## src/rtl/team_08_button_conditioner.sv

```systemverilog
`default_nettype none
// ============================================================================
// Module   : team_08_button_conditioner
// Brief    : Synchronizes, debounces and edge-detects push buttons, and turns
//            the jump button's press into a sticky, acknowledged request.
// Revision : 1.0 - initial release
// ============================================================================
module team_08_button_conditioner #(
  parameter int NUM_BTN   = 3,
  parameter int DB_CYCLES = 10000,
  parameter int JUMP_IDX  = 1
) (
  input  logic               clk,
  input  logic               reset,
  input  logic [NUM_BTN-1:0] btn_raw,
  output logic [NUM_BTN-1:0] btn_level,
  output logic [NUM_BTN-1:0] btn_press,
  output logic [NUM_BTN-1:0] btn_release,
  output logic               jump_req,
  input  logic               jump_ack,
  output logic               jump_overrun
);

  localparam int              c_cnt_w   = $clog2(DB_CYCLES);
  localparam logic [c_cnt_w-1:0] c_cnt_max = c_cnt_w'(DB_CYCLES - 1);

  logic [NUM_BTN-1:0] r_sync1;
  logic [NUM_BTN-1:0] r_sync2;
  logic               w_jump_press;

  // Plain two-flop synchronizer; nothing may sit between the stages.
  always_ff @(posedge clk) begin
    if (reset) begin
      r_sync1 <= '0;
      r_sync2 <= '0;
    end else begin
      r_sync1 <= btn_raw;
      r_sync2 <= r_sync1;
    end
  end

  generate
    for (genvar i = 0; i < NUM_BTN; i++) begin : g_chan
      logic [c_cnt_w-1:0] r_cnt;
      logic               r_level;
      logic               r_press;
      logic               r_release;

      // A single cycle of agreement restarts the count; the pulses are set
      // on the same edge that flips the level.
      always_ff @(posedge clk) begin
        if (reset) begin
          r_cnt     <= '0;
          r_level   <= 1'b0;
          r_press   <= 1'b0;
          r_release <= 1'b0;
        end else begin
          r_press   <= 1'b0;
          r_release <= 1'b0;
          if (r_sync2[i] == r_level) begin
            r_cnt <= '0;
          end else if (r_cnt != c_cnt_max) begin
            r_cnt <= r_cnt + 1'b1;
          end else begin
            r_cnt     <= '0;
            r_level   <= r_sync2[i];
            r_press   <= r_sync2[i];
            r_release <= ~r_sync2[i];
          end
        end
      end

      assign btn_level[i]   = r_level;
      assign btn_press[i]   = r_press;
      assign btn_release[i] = r_release;
    end
  endgenerate

  assign w_jump_press = btn_press[JUMP_IDX];

  // A press always (re)arms the request; an ack only clears when no press
  // coincides with it.
  always_ff @(posedge clk) begin
    if (reset) begin
      jump_req     <= 1'b0;
      jump_overrun <= 1'b0;
    end else if (w_jump_press) begin
      jump_req <= 1'b1;
      if (jump_req && !jump_ack) begin
        jump_overrun <= 1'b1;
      end
    end else if (jump_ack) begin
      jump_req <= 1'b0;
    end
  end

endmodule
`default_nettype wire

```

## config.mk

```make
export PLATFORM = sky130hd
export DESIGN_NAME = team_08_button_conditioner
export DESIGN_NICKNAME = d
export VERILOG_FILES = /design/src/rtl/team_08_button_conditioner.sv
export SDC_FILE = /design/constraint.sdc
export NUM_CORES = 1
export LEC_CHECK = 0
export BUFFER_PORTS_ARGS = -buffer_cell sky130_fd_sc_hd__buf_2
export CAP_MARGIN = 20
export CORE_MARGIN = 3
export CORE_UTILIZATION = 30
export CTS_CLUSTER_DIAMETER = 60
export DETAILED_ROUTE_END_ITERATION = 16
export GPL_ROUTABILITY_DRIVEN = 1
export GPL_TIMING_DRIVEN = 0
export SYNTH_ARGS = -nofsm -noshare
export SYNTH_HDL_FRONTEND = slang
export SYNTH_SLANG_ARGS = --single-unit
```

## constraint.sdc

```tcl
create_clock -name clk -period 2.3 [get_ports clk]
set_clock_uncertainty 0.2 [all_clocks]
set_input_delay 0.46 -clock clk [delete_from_list [all_inputs] [get_ports clk]]
set_output_delay 0.46 -clock clk [all_outputs]
set_load 0.02 [all_outputs]
```

Word level (Yosys, flattened, before mapping)
Cells that the tools add are included.
- register bits after elaboration: 59
- input port bits: 6
- output and inout bits: 11
- logic and storage cells: 49
- eq/ne operators: 6
- add/subtract/negate cells: 3
- bitwise operators: 9
- reductions and logical operators: 13
- mux-type cells: 2
- operators by type and width (cell ; count):
    $add 14x1->14 const B ; 3
    $ne 14x14->1 const B ; 3
    $reduce_or 3->1 ; 6
    $not 1->1 ; 9
    $reduce_and 2->1 ; 4
    $eq 1x1->1 ; 3
    $mux 1 ; 2
    $reduce_bool 2->1 ; 1
    $logic_and 1x1->1 ; 1
    $logic_not 1->1 ; 1

Longest topological paths before layout
- depth after elaboration: 3
- gate-level depth with buffers: 7
- gate-level depth less buffers: 5

Worst setup path before layout
OpenSTA, ideal clock, no wires.
- path kind: register -> register
- from: reg g_chan[1].r_cnt[6]
- to: reg g_chan[1].r_cnt[11]
- data arrival time: 1.716 ns
- stages on the path, launching flop included: 7
- library setup time: 0.115 ns
- slack: 0.270 ns
- period minus slack after synthesis: 2.030 ns
- cells stage by stage: dfxtp_1 or4b_1 or4_1 buf_2 nand2_4 buf_6 nor2_1
- word-level cells in the longest chain between the ends: 3
- ends and longest elaborated chain (item ; line ; source):
    start: declaration ; 44 ; logic [c_cnt_w-1:0] r_cnt;
    start signal: assignment ; 63 ; r_cnt <= r_cnt + 1'b1;
    branches (longest 3 deep; another with $add 14x1->14) ; - ;
Several ways; the timed one is not identified.
A chain may end at the register's enable or synchronous reset.

Final worst setup path
- from: reg g_chan[1].r_cnt[6]
- to: reg g_chan[1].r_cnt[9]
The elaborated chain is that of the path after synthesis.

==> Flow_metrics.wiki <==
{| class="wikitable"
! Metric !! Value
|-
| Number of hold-slack violations in the final timing report || 0
|-
| All-layer global routing usage || 10.2%
|-
| Synth Area in Simple Gates || 29.4%
|-
| Worst voltage drop across the vdd grid || 0.267 mV
|-
| Vert. Die Dim || 95.9 um
|-
| Most frequent cells in the layout || sky130_fd_sc_hd__dfxtp_1, sky130_fd_sc_hd__nor2_1, sky130_fd_sc_hd__xnor2_1, sky130_fd_sc_hd__buf_2, sky130_fd_sc_hd__nand4_1
|-
| Setup repair after global routing missed its margin || false
|-
| P_int || 0.00151 W
|-
| Root buffer selected by CTS || sky130_fd_sc_hd__clkbuf_8
|-
| Area fraction in compound gates after synthesis || 0.207%
|-
| Number of gates resized after CTS || 0
|-
| Number of antenna violations at the first check in global routing || 0
|-
| Net Count, Synth || 269
|-
| Commonest non-fill, non-tap cell in the layout || sky130_fd_sc_hd__dfxtp_1
|-
| Final estimated routing congestion in global placement || 0.815
|-
| Post-layout util || 36.1%
|-
| Largest family of logic cells by synthesized area || simple AND/OR/NAND/NOR gates
|-
| Destination of the worst register-to-register timing path || g_chan[1].r_cnt[9]
|-
| Detailed placer's ending HPWL || 2940 um
|-
| Detailed-route via count || 1773
|-
| Type of destination of the critical path || flop
|-
| Kind of cell adding the most delay to the critical path || simple AND/OR/NAND/NOR gates
|-
| Per-cell via count in the routed design || 4.52
|-
| Largest net degree at the start of global routing || 11
|-
| Maximum operating frequency || 463 MHz
|-
| Time the final worst path needs with I/O delays and setup || 2.16 ns
|-
| Post-route antenna net violation count || 0
|-
| Horiz. Die Dim || 95.9 um
|-
| Warnings, synthesis || 0
|-
| Top area cells in the synthesized netlist || sky130_fd_sc_hd__dfxtp_1, sky130_fd_sc_hd__xnor2_1, sky130_fd_sc_hd__nor2_1
|-
| Number of filler cells placed in the layout || 781
|-
| Wire length of the first global-routing pass || 7140 um
|-
| Static leakage || 0.982 nW
|-
| IO Pins || 17
|-
| Number of search-and-repair iterations in the first detailed-routing pass || 4
|-
| Total number of cells along the worst setup path || 6
|-
| Initial Utilization || 31.2%
|-
| Die footprint || 0.00919 mm^2
|-
| Cell count of the worst hold path || 2
|-
| Final Net Count || 295
|-
| Required time reported for the critical path endpoint || 2.33 ns
|-
| Cell accounting for the most synthesized area || sky130_fd_sc_hd__dfxtp_1
|-
| Synth unique cells || 29
|-
| Average wire length per cell after detail routing || 10.6 um
|-
| Pins Over Slew Limit || 0
|-
| Std cell rows || 32
|-
| Arrival time worst endpoint || 2.18 ns
|-
| Proportion of synthesized flip-flops having asynchronous set or reset || 0%
|-
| Outcome || finished, final reports clean
|-
| Top cell type's share of synthesized area || 48.8%
|-
| Post-synthesis mux area share || 1.24%
|-
| Main flop type after synthesis || sky130_fd_sc_hd__dfxtp_1
|-
| CTS sink count || 59
|-
| Max Fanout on Critical Path || 10
|-
| Largest stage delay on the critical path || 0.52 ns
|-
| Power share of the sequential group || 54.0%
|-
| Vias in the first global route || 1652
|-
| Number of buffers inserted by post-CTS setup repair || 0
|-
| Critical path's slowest cell || sky130_fd_sc_hd__or4_1
|-
| Clock network fraction of design power || 44.6%
|-
| Cts hold-fix bufs || 0
|-
| Gate count after technology mapping || 260
|-
| Number of non-filler instances in the completed layout || 392
|-
| Cell count of the worst reg-to-reg path || 6
|-
| Final-layout setup total negative slack || 0 ns
|-
| HP Class || input pin to flop
|-
| Launch instance of the worst min-delay path || btn_raw[2]
|-
| Area grow syn2layout || 15.8%
|-
| Buffers added on ports || 16
|-
| Post-synthesis register bit count || 59
|-
| Synthesized area per cell || 9.32 um^2
|-
| Count of buffer and inverter cells on the critical path || 2
|-
| Share of layout cells above drive strength 1 || 15.2%
|-
| Slew at the pin with the worst max-slew slack || 0.496 ns
|-
| Reg-to-reg slack, setup || 0.14 ns
|-
| Hold Path Sink || r_sync1[2]
|-
| Startpoint of the worst register-to-register path || g_chan[1].r_cnt[6]
|-
| Clk slew on worst S/H paths || 0.07 ns
|-
| Fraction of the yosys area taken by sequential cells || 48.8%
|-
| Clock tree from TritonCTS || done
|-
| Number of remaining DRC errors || 0
|-
| Initial detailed-routing violation count || 102
|-
| Inserted Clock Buffers || 9
|-
| Ratio of total power to cell area || 682 mW/mm^2
|-
| Area share of fa/ha/maj cells after synthesis || 1.55%
|-
| Relative slew slack || 66.9%
|-
| Final routed wirelength across all metal layers || 4160 um
|-
| Kind of start point of the critical path || flop
|-
| Fraction of the cycle the final worst path needs || 93.9%
|-
| Critical Path, Cell by Cell || or4b_1 > or4_1 > buf_2 > nand2_4 > buf_6 > nor2_1
|-
| H-tree lvl count || 3
|-
| Power dissipated by switching net loads || 0.000404 W
|-
| Classification of the worst setup path || flop to flop
|-
| Max Buffers Root-to-Sink || 2
|-
| Core outline area || 0.00777 mm^2
|-
| Number of flops mapped to enable cells by yosys || 0
|-
| Max cap viols || 0
|-
| Clock latency at the later pin of the worst-skew pair || 0.33 ns
|-
| Comb power frac || 1.4%
|-
| Antenna diode count || 0
|-
| Post-synthesis share of cell area spent on xor and xnor gates || 14.1%
|-
| Grt ovf || 0
|-
| Summed instance area of the synthesized netlist || 0.00242 mm^2
|-
| DP Cell Count || 378
|-
| Final setup violation count || 0
|-
| Switching Share || 21.1%
|}
flip-flops by register name, summed over array words and instances (netlist names):
register / count
g_chan.r_press: 3
g_chan.r_level: 3
g_chan.r_release: 3
g_chan.r_cnt: 42
jump_req: 1
jump_overrun: 1
r_sync2: 3
r_sync1: 3
worst reg2reg max path, stage by stage, from the launching register on:
cell                      delay (ns)
sky130_fd_sc_hd__dfxtp_1        0.34
sky130_fd_sc_hd__or4b_1         0.51
sky130_fd_sc_hd__or4_1          0.52
sky130_fd_sc_hd__buf_2          0.18
sky130_fd_sc_hd__nand2_4        0.10
sky130_fd_sc_hd__buf_6          0.14
sky130_fd_sc_hd__nor2_1         0.05
metal layers:
metal / track usage, % / share of wire [%]
met5: 0 / 0
met4: 7.82 / 3.7
met3: 2.81 / 4.4
met2: 15.1 / 41
met1: 12.4 / 51
area by class of cell:
cell class                      count  area (um^2)  share of cell area (%)
Buffer                             14         95.1                    3.39
Clock buffer                       13          169                    6.02
Clock inverter                      2         10.0                   0.357
Inverter                            4         15.0                   0.535
Multi-Input combinational cell    182         1130                    40.2
Sequential cell                    59         1180                    42.1
Tap cell                          102          128                    4.55
Timing Repair Buffer               16         80.1                    2.85
per-stage QoR:
| step | area (um^2) | hold slack [ns] | setup slack [ns] | power [W] |
|---|---|---|---|---|
| floorplan | 2420 | 0.214 | 0.270 | 0.00107 |
| global placement | 2630 | 0.223 | 0.123 | 0.00108 |
| detailed placement | 2630 | 0.228 | 0.111 | 0.00108 |
| CTS | 2810 | 0.144 | 0.104 | 0.00194 |
| global route | 2810 | 0.159 | 0.0475 | 0.00198 |
| finish | 2810 | 0.148 | 0.141 | 0.00191 |
power by group through the flow:
stage / logic, W / clock network (W) / registers (W)
detailed placement: 0.0000271 / 0 / 0.00106
floorplan: 0.0000175 / 0 / 0.00105
CTS: 0.0000273 / 0.000878 / 0.00103
global route: 0.0000295 / 0.000913 / 0.00103
finish: 0.0000261 / 0.000853 / 0.00103
global placement: 0.0000265 / 0 / 0.00106
cells in the mapped netlist (2+ instances only):
library cell / n
sky130_fd_sc_hd__buf_4: 9
sky130_fd_sc_hd__inv_1: 4
sky130_fd_sc_hd__nor2_1: 54
sky130_fd_sc_hd__nor3_1: 10
sky130_fd_sc_hd__clkbuf_1: 3
sky130_fd_sc_hd__nor2b_1: 7
sky130_fd_sc_hd__nor4b_2: 2
sky130_fd_sc_hd__nand2_1: 11
sky130_fd_sc_hd__xor2_1: 12
sky130_fd_sc_hd__nand4_1: 16
sky130_fd_sc_hd__mux2i_1: 3
sky130_fd_sc_hd__ha_1: 3
sky130_fd_sc_hd__and3_1: 8
sky130_fd_sc_hd__dfxtp_1: 59
sky130_fd_sc_hd__nor4b_1: 5
sky130_fd_sc_hd__nor4_1: 5
sky130_fd_sc_hd__nand3_1: 10
sky130_fd_sc_hd__xnor2_1: 27
sky130_fd_sc_hd__and4_1: 2
kinds of logic after synthesis:
| logic type | Yosys count |
|---|---|
| AOI/OAI and AO/OA | 1 |
| and+or+nand+nor | 136 |
| buffers and inverters | 19 |
| xor gates and xnor gates | 39 |
| muxes | 3 |
| DFF | 59 |
| adders and majority gates | 3 |
worst max path at each step:
stage	endpoint	startpoint	slack (ns)
after global routing	g_chan[2].r_cnt[13]	g_chan[2].r_cnt[0]	0.05
after global placement	g_chan[0].r_cnt[2]	g_chan[0].r_cnt[0]	0.12
final	g_chan[1].r_cnt[9]	g_chan[1].r_cnt[6]	0.14
after floorplan	g_chan[1].r_cnt[11]	g_chan[1].r_cnt[6]	0.27
after detailed placement	g_chan[0].r_cnt[12]	g_chan[0].r_cnt[0]	0.11
after CTS	g_chan[0].r_cnt[12]	g_chan[0].r_cnt[0]	0.10
Note: power is estimated with default switching activity, not from simulation.
